File: config.mk
export PLATFORM = sky130hd
export DESIGN_NAME = filter_allocator_flat
export DESIGN_NICKNAME = d
export VERILOG_FILES = /design/src/rtl/filter_allocator_if.sv /design/src/rtl/filter_allocator.sv /design/src/flat_wrapper.sv
export SDC_FILE = /design/constraint.sdc
export NUM_CORES = 1
export LEC_CHECK = 0
export CAP_MARGIN = 20
export CORE_ASPECT_RATIO = 1.25
export CORE_MARGIN = 2
export CORE_UTILIZATION = 45
export DETAILED_ROUTE_END_ITERATION = 10
export GPL_TIMING_DRIVEN = 0
export MAX_ROUTING_LAYER = met4
export PLACE_DENSITY = 0.67
export SYNTH_ARGS = -nofsm -noshare
export SYNTH_HDL_FRONTEND = slang
export SYNTH_SLANG_ARGS = --single-unit
File: constraint.sdc
create_clock -name clk -period 6.1 [get_ports clk]
set_clock_uncertainty 0.05 [all_clocks]
set_input_delay 0.61 -clock clk [delete_from_list [all_inputs] [get_ports clk]]
set_output_delay 0.61 -clock clk [all_outputs]
set_load 0.03 [all_outputs]
File: src/rtl/filter_allocator_if.sv
// Broadcast weight bus from the filter issuer and the weight stream toward the DSP.
interface filter_allocator_if;
  logic [12:0] filter_issue_counter;
  logic [17:0] filter_data;
  logic        filter_en;
  logic        filter_block;
  logic [17:0] w_data;
  logic [12:0] w_index;
  logic        w_valid;
  logic        w_ready;

  modport master (
    output filter_issue_counter, filter_data, filter_en, w_ready,
    input  filter_block, w_data, w_index, w_valid
  );

  modport slave (
    input  filter_issue_counter, filter_data, filter_en, w_ready,
    output filter_block, w_data, w_index, w_valid
  );
endinterface

File: src/rtl/filter_allocator.sv
// Captures the broadcast weights whose counter falls inside this allocator's window
// and replays them in capture order through a first-word fall-through FIFO.
module filter_allocator #(
  parameter int unsigned DEPTH = 8
) (
  input  logic                clk,
  input  logic                rst,
  input  logic                start,
  input  logic [12:0]         win_base,
  input  logic [12:0]         win_len,
  filter_allocator_if.slave   bus,
  output logic                done,
  output logic                overflow
);

  localparam int unsigned CNT_W  = 13;
  localparam int unsigned DATA_W = 18;
  localparam int unsigned ENT_W  = CNT_W + DATA_W;
  localparam int unsigned AW     = $clog2(DEPTH);
  localparam int unsigned OCC_W  = AW + 1;

  typedef enum logic [1:0] {IDLE, COLLECT, DRAIN, DONE} state_t;

  state_t             state_q, state_d;
  logic               load_c;
  logic [CNT_W-1:0]   base_q, len_q, cnt_q, cnt_inc;
  logic [ENT_W-1:0]   mem [DEPTH];
  logic [ENT_W-1:0]   head;
  logic [AW-1:0]      wr_ptr, rd_ptr;
  logic [OCC_W-1:0]   occ;
  logic [CNT_W:0]     ctr_ext, lo_ext, hi_ext;
  logic               capture, empty, full, pop, push;

  // Window test is done one bit wider so base+len never wraps.
  assign ctr_ext = {1'b0, bus.filter_issue_counter};
  assign lo_ext  = {1'b0, base_q};
  assign hi_ext  = {1'b0, base_q} + {1'b0, len_q};
  assign capture = (state_q == COLLECT) && bus.filter_en &&
                   (ctr_ext >= lo_ext) && (ctr_ext < hi_ext);

  assign empty   = (occ == '0);
  assign full    = (occ == OCC_W'(DEPTH));
  assign pop     = !empty && bus.w_ready;
  assign push    = capture && (!full || pop);
  assign cnt_inc = cnt_q + CNT_W'(1);

  always_ff @(posedge clk) begin
    if (rst) state_q <= IDLE;
    else     state_q <= state_d;
  end

  // Round sequencing.
  always_comb begin
    state_d = state_q;
    load_c  = 1'b0;
    case (state_q)
      IDLE, DONE: begin
        if (start) begin
          load_c  = 1'b1;
          state_d = (win_len == '0) ? DONE : COLLECT;
        end
      end
      COLLECT: begin
        if (capture && (cnt_inc == len_q)) state_d = DRAIN;
      end
      DRAIN: begin
        if (empty || ((occ == OCC_W'(1)) && pop)) state_d = DONE;
      end
      default: state_d = IDLE;
    endcase
  end

  // Window registers, capture count, FIFO pointers/occupancy and sticky overflow.
  always_ff @(posedge clk) begin
    if (rst) begin
      base_q   <= '0;
      len_q    <= '0;
      cnt_q    <= '0;
      wr_ptr   <= '0;
      rd_ptr   <= '0;
      occ      <= '0;
      overflow <= 1'b0;
    end else begin
      if (load_c) begin
        base_q <= win_base;
        len_q  <= win_len;
        cnt_q  <= '0;
      end else if (capture) begin
        cnt_q  <= cnt_inc;
      end
      if (push) wr_ptr <= wr_ptr + AW'(1);
      if (pop)  rd_ptr <= rd_ptr + AW'(1);
      case ({push, pop})
        2'b10:   occ <= occ + OCC_W'(1);
        2'b01:   occ <= occ - OCC_W'(1);
        default: occ <= occ;
      endcase
      if (capture && full && !pop) overflow <= 1'b1;
    end
  end

  always_ff @(posedge clk) begin
    if (!rst && push) mem[wr_ptr] <= {CNT_W'(bus.filter_issue_counter - base_q), bus.filter_data};
  end

  assign head             = mem[rd_ptr];
  assign bus.w_index      = head[ENT_W-1:DATA_W];
  assign bus.w_data       = head[DATA_W-1:0];
  assign bus.w_valid      = !empty;
  assign done             = (state_q == DONE);
  // Two-entry margin absorbs the beat already in flight from the issuer.
  assign bus.filter_block = (state_q == COLLECT) && (occ >= OCC_W'(DEPTH - 2));

endmodule

File: src/flat_wrapper.sv
// flat-port wrapper written by rule: the top's interface ports become plain ports
module filter_allocator_flat 
#(
  parameter int unsigned DEPTH = 8
)
  (clk, rst, start, win_base, win_len, done, overflow, bus_filter_issue_counter, bus_filter_data, bus_filter_en, bus_w_ready, bus_filter_block, bus_w_data, bus_w_index, bus_w_valid);
  filter_allocator_if bus_i ();
  input  logic clk;
  input  logic rst;
  input  logic start;
  input  logic [12:0] win_base;
  input  logic [12:0] win_len;
  output logic done;
  output logic overflow;
  input wire logic [$bits(bus_i.filter_issue_counter)-1:0] bus_filter_issue_counter;
  input wire logic [$bits(bus_i.filter_data)-1:0] bus_filter_data;
  input wire logic [$bits(bus_i.filter_en)-1:0] bus_filter_en;
  input wire logic [$bits(bus_i.w_ready)-1:0] bus_w_ready;
  output wire logic [$bits(bus_i.filter_block)-1:0] bus_filter_block;
  output wire logic [$bits(bus_i.w_data)-1:0] bus_w_data;
  output wire logic [$bits(bus_i.w_index)-1:0] bus_w_index;
  output wire logic [$bits(bus_i.w_valid)-1:0] bus_w_valid;
  assign bus_i.filter_issue_counter = bus_filter_issue_counter;
  assign bus_i.filter_data = bus_filter_data;
  assign bus_i.filter_en = bus_filter_en;
  assign bus_i.w_ready = bus_w_ready;
  assign bus_filter_block = bus_i.filter_block;
  assign bus_w_data = bus_i.w_data;
  assign bus_w_index = bus_i.w_index;
  assign bus_w_valid = bus_i.w_valid;
  filter_allocator #(.DEPTH(DEPTH)) u_core (.clk(clk), .rst(rst), .start(start), .win_base(win_base), .win_len(win_len), .bus(bus_i), .done(done), .overflow(overflow));
endmodule
# ---- Word-level counts from Yosys, hierarchy flattened
# Memories as Yosys holds them, arrays and structs flattened. A register that Yosys moved wholly into a read port is not among the register bits.
# Cells that the tools add are included.
dict set report totals {
  out_inout_bits 35
  ram_bits 248
  reg_bits 52
  inputBits 62
  n_memories 1
  wordCells 66
}
dict set report op_classes {
  n_mux 12
  reduce_logical 24
  eq_ne 11
  addsub 7
  n_lt_le_gt_ge 3
}
# name depth word_bits read_ports rd_clocked_by_memory_dff wr line
set mem_list {}
lappend mem_list {u_core.mem 8 31 1 1 1 filter_allocator.sv:27} ;# logic [ENT_W-1:0] mem [DEPTH];
# op n
set ops {}
lappend ops {{13-bit by 13-bit adder with 14-bit output} 1}
lappend ops {{13-bit by 14-bit < comparator with 1-bit output} 1}
lappend ops {{13-bit by 1-bit adder with 13-bit output, second input constant} 1}
lappend ops {{13-bit == test} 1}
lappend ops {{13-bit greater-or-equal comparator} 1}
lappend ops {{13-bit zero test} 1}
lappend ops {{13-bit subtractor} 1}
lappend ops {{1-bit logical AND} 11}
lappend ops {{2-bit two-way mux} 4}
lappend ops {{4-bit case mux with 2 select lines} 1}
lappend ops {{3-bit by 1-bit adder with 3-bit output, second input constant} 2}
lappend ops {{2-bit == test, second input constant} 3}
lappend ops {{3-bit two-way mux} 2}
lappend ops {{2-bit case mux with 3 select lines} 1}
lappend ops {{4-bit by 1-bit adder with 4-bit output, second input constant} 1}
lappend ops {{2-bit by 1-bit == test with 1-bit output, second input constant} 2}
lappend ops {{4-bit by 1-bit == test with 1-bit output, second input constant} 1}
lappend ops {{4-bit == test, second input constant} 1}
lappend ops {{4-bit by 3-bit greater-or-equal comparator with 1-bit output, second input constant} 1}
lappend ops {{1-bit zero test} 4}
lappend ops {{4-bit zero test} 1}
lappend ops {{1-bit two-way mux} 4}
lappend ops {{2-bit inequality test, second input constant} 2}
lappend ops {{2-bit OR reduction} 2}
lappend ops {{other kinds (6)} 7}

# ---- Longest topological paths before layout
dict set report logic_depth {
  word_depth 8
  ltp_mapped 21
  ltp_nobuf 21
}

# ---- Worst setup path after synthesis
# OpenSTA, ideal clock, no wires.
dict set report synth_path {
  kind {register to register}
  startpoint {register u_core.len_q[0]}
  endpoint {memory u_core.mem[1][0] (netlist name), enable pin}
  required_time_ns 5.592
  setup_ns 0.458
  n_path_buf 0
  stages_incl_launch_ff 17
  t_arrival_ns 5.673
  slack_ns -0.081
  period_less_slack_ns 6.181
  cell_sequence {dfxtp_1 ha_1 fa_1 a21o_1 a21oi_1 o21bai_1 a31o_2 a21oi_1 xor2_1 ha_1 and4_1 a211oi_1 o221ai_1 a31oi_2 o22a_1 nand3_1 nor3_1}
}
dict set report synth_via {
  elab_chain_cells 7
}
# item line
set synth_rtl {}
lappend synth_rtl {{start, declared} filter_allocator.sv:26} ;# logic [CNT_W-1:0] base_q, len_q, cnt_q, cnt_inc;
lappend synth_rtl {{start signal, assigned} filter_allocator.sv:86} ;# len_q <= win_len;
lappend synth_rtl {{13-bit by 13-bit adder with 14-bit output} filter_allocator.sv:37} ;# assign hi_ext = {1'b0, base_q} + {1'b0, len_q};
lappend synth_rtl {{13-bit by 14-bit < comparator with 1-bit output} filter_allocator.sv:39} ;# (ctr_ext >= lo_ext) && (ctr_ext < hi_ext);
lappend synth_rtl {{1-bit logical AND} filter_allocator.sv:39}
lappend synth_rtl {{1-bit logical AND} filter_allocator.sv:44} ;# assign push = capture && (!full || pop);
lappend synth_rtl {{1-bit logical AND} filter_allocator.sv:103} ;# if (!rst && push) mem[wr_ptr] <= {CNT_W'(bus.filter_issue_counter - base_q), bus.filter_data};
lappend synth_rtl {{1-bit two-way mux} filter_allocator.sv:103}
lappend synth_rtl {{1-bit two-way mux (not written as such)} filter_allocator.sv:103}
lappend synth_rtl {{end, declared} filter_allocator.sv:27}
# No other way between the ends.

# ---- Worst setup path in the final report
dict set report layout_path {
  startpoint {register u_core.len_q[0]}
  endpoint {memory u_core.mem[3][23] (netlist name), enable pin}
}
# Same word-level chain as after synthesis.

==> flow_summary.ini <==
[clock_tree]
cts.clk_slew.worst_paths_ps = 60
clock_path_buffers = 3
cts_tree = done
cts_max_level = 1
cts_resized = 0
cts_made_buffers = 30
cts_root_buf = clkbuf_16
clk_latency_ps = 550
cts.sinks = 303
cts.hold.buffers_added = 0
post_cts_buffers = 0

[floorplan]
dieHeight_um = 198
core_sq_um = 29800
die_x_um = 159
start_util_pct = 45.4
rows = 71
dieArea_sq_um = 31500
ioPinCount = 97

[placement]
dp_hpwl_mm = 20.5
io_buffers = 95
place_ws_ps = 465
place_congestion = 0.872

[worst_hold_path]
holdCritPathClass = reg2reg
hold_depth = 2

[critical_path]
r2r_slack_ps = 480
worst_path_max_delay_cell = nor3_2
cp.buffers_inverters = 2
reg2reg_from = u_core.len_q[0]
slowest_delay_ps = 660
crit_start = u_core.len_q[0]
start_kind = register
path_max_fanout = 9
cp_cell_sequence = ha_1, fa_1, a21o_1, a21oi_1, o21bai_1, a31o_2, a21boi_0, o21ai_0, xnor2_1, ha_1, a211oi_1, o221ai_1, a31oi_2, o22a_1, nand3_1, nor3_2, buf_4, buf_6
r2r_end = u_core.mem[3][23]
cp_top_family = compound AO/OA/AOI/OAI gates
crit_end = u_core.mem[3][23]
r2r_cells = 18
crit_path_end_kind = register
cp_data_required_time_ps = 6310
cpMostUsedCell = ha_1
cp.arrival_ps = 5830
cp.depth = 18
critPathKind = reg2reg

[sta]
finalSetupViolCount = 0
period_needed_ps = 5620
grt_setup_unrepaired = false
worst_slack_ps = 479
hold_ws_ps = 435
fmax_mhz = 178
hold_viol = 0
fin_crit_sh_pct = 92.2
max-slew-margin-rel_pct = 37.6
worst_pin_slew_ps = 937
slew_violations = 0

[synthesis]
yosys.area.top_type = edfxtp_1
post_synth_inst_count = 907
ys_warn_count = 0
synth-edff-count = 248
synth.top_cells.by_area = edfxtp_1 (55%), mux4_2 (10%), dfxtp_1 (8.1%)
syn_nets = 1021
syn_area_per_cell_sq_um = 14.9
synth_ff_type = edfxtp_1
ys_ff_latch = 303
netlist_area_sq_um = 13600
ys_types = 63
yosysTopAreaCellShare_pct = 54.9
async_flop_share_pct = 0
synth-seq-area-share_pct = 63.1

[power_and_ir_drop]
power_frac_clock_pct = 33.1
switchingPower_uw = 1700
leakagePower_uw = 0.00552
power_density_nw_per_um2 = 362
ir_drop_mv = 0.219
internal_power_uw = 4280
switching_share_pct = 28.5
fin_total_pwr_uw = 5980
combPwrFrac_pct = 25.8
seq_power_share_pct = 41.1

[drt]
routed_wl_mm = 29.1
drcViolationCount = 0
first_iter_violations = 467
wl_per_cell_um = 19.6
dr_total_vias = 8011
vias_per_cell = 5.40
drtAntennaViolNets = 0
drt_first_pass_iters = 4

[outcome]
status = completed

[grt]
grt_overflow = 0
grt_pass1_vias = 8212
antenna_found_initial = 0
track_usage_pct = 19.2
grt_pass1_wl_mm = 45.6
grt_max_degree = 16

[finish]
register_area_sq_um = 8550
nFillCells = 2487
insertedDiodeCount = 0
area_growth_pct = 22.0
fin_nets = 1174
final_util_pct = 55.4
drive_gt1_share_pct = 17.5
multiInputGateArea_sq_um = 4740

[flow_run]
cap_violations = 0
## stage by stage
stage	std cells	TNS, ps	cell area (sq um)
finish	1483	0	16500
global route	1483	0	16500
CTS	1481	0	16500
detailed placement	1427	0	15400
global placement	1403	-494670	15000
floorplan	907	-10030	13600
## logic make-up after synthesis
group,share of synthesized area [%]
AOI/OAI and AO/OA,7.06
buffers and inverters,2.45
xor gates and xnor gates,2.52
muxes,13.3
adders and majority gates,4.91
and+or+nand+nor,6.73
DFF,63.1
## power groups by stage
stage          clock (uW)  sequential (uW)  combinational [uW]
4_1_cts              2010             2460                1560
6_report             1980             2460                1540
5_1_grt              2100             2470                1710
3_5_place_dp            0             2500                1550
2_1_floorplan           0             2470                1100
3_3_place_gp            0             2500                1520
## worst min path at each step
stage	to	start
after detailed placement	u_core.base_q[2]	u_core.base_q[2]
final	u_core.base_q[2]	u_core.base_q[2]
after floorplan	u_core.base_q[10]	u_core.base_q[10]
after global routing	u_core.base_q[2]	u_core.base_q[2]
after CTS	u_core.base_q[2]	u_core.base_q[2]
after global placement	u_core.base_q[7]	u_core.base_q[7]
## layer usage
metal,wire (um),GRT usage [%]
met1,12300,23.4
met2,15100,34.3
met3,1170,2.47
met4,565,4.41
met5,0,-
## registers in the layout, indices dropped and copies added (netlist names), named ones only
register,count
u_core.occ,4
u_core.cnt_q,13
u_core.rd_ptr,3
u_core.len_q,13
u_core.base_q,13
u_core.state_q,2
u_core.wr_ptr,3
u_core.mem,248
u_core.overflow,1
## Yosys cell counts (all sizes together) (3+ instances only)
master	n
o21bai	4
nor4	4
o211ai	4
a21boi	5
nand3	21
nand2b	5
nor2	21
o21a	3
a211oi	5
nor2b	3
a21oi	69
nor3	14
nand2	73
nand4	9
ha	50
dfxtp	55
o21ai	15
inv	45
mux4	62
mux2	33
or4	13
xnor2	22
o31ai	15
xor2	17
a31oi	7
mux2i	3
edfxtp	248
clkbuf	27
or3	4
a21o	9
buf	12
## worst min-delay path: stages, from the launching register on
cell and delay [ps]:
dfxtp_1 330, nand2_1 60, a21oi_1 50
## layout by cell type (no fill, tap or decap), drive strengths merged, types with 13 or more instances in the layout
cell type | netlist | layout
a21oi | 69 | 69
buf | 12 | 37
clkbuf | 27 | 62
clkdlybuf4s50 | 0 | 95
dfxtp | 55 | 55
edfxtp | 248 | 248
ha | 50 | 50
inv | 45 | 46
mux2 | 33 | 33
mux4 | 62 | 62
nand2 | 73 | 73
nand3 | 21 | 21
nor2 | 21 | 21
nor3 | 14 | 14
o21ai | 15 | 15
o31ai | 15 | 15
or4 | 13 | 13
xnor2 | 22 | 22
xor2 | 17 | 17
## cell type report
cell class | instances | area share [%]
plain buffers | 39 | 0.984
clock buffers | 34 | 4.76
clock inverters | 20 | 1.69
inverters | 45 | 1.02
multi-input cells | 520 | 28.7
flip-flops and latches | 303 | 51.7
well taps | 401 | 3.04
repair buffers | 121 | 8.12
Power figures use the tool's default switching activity.
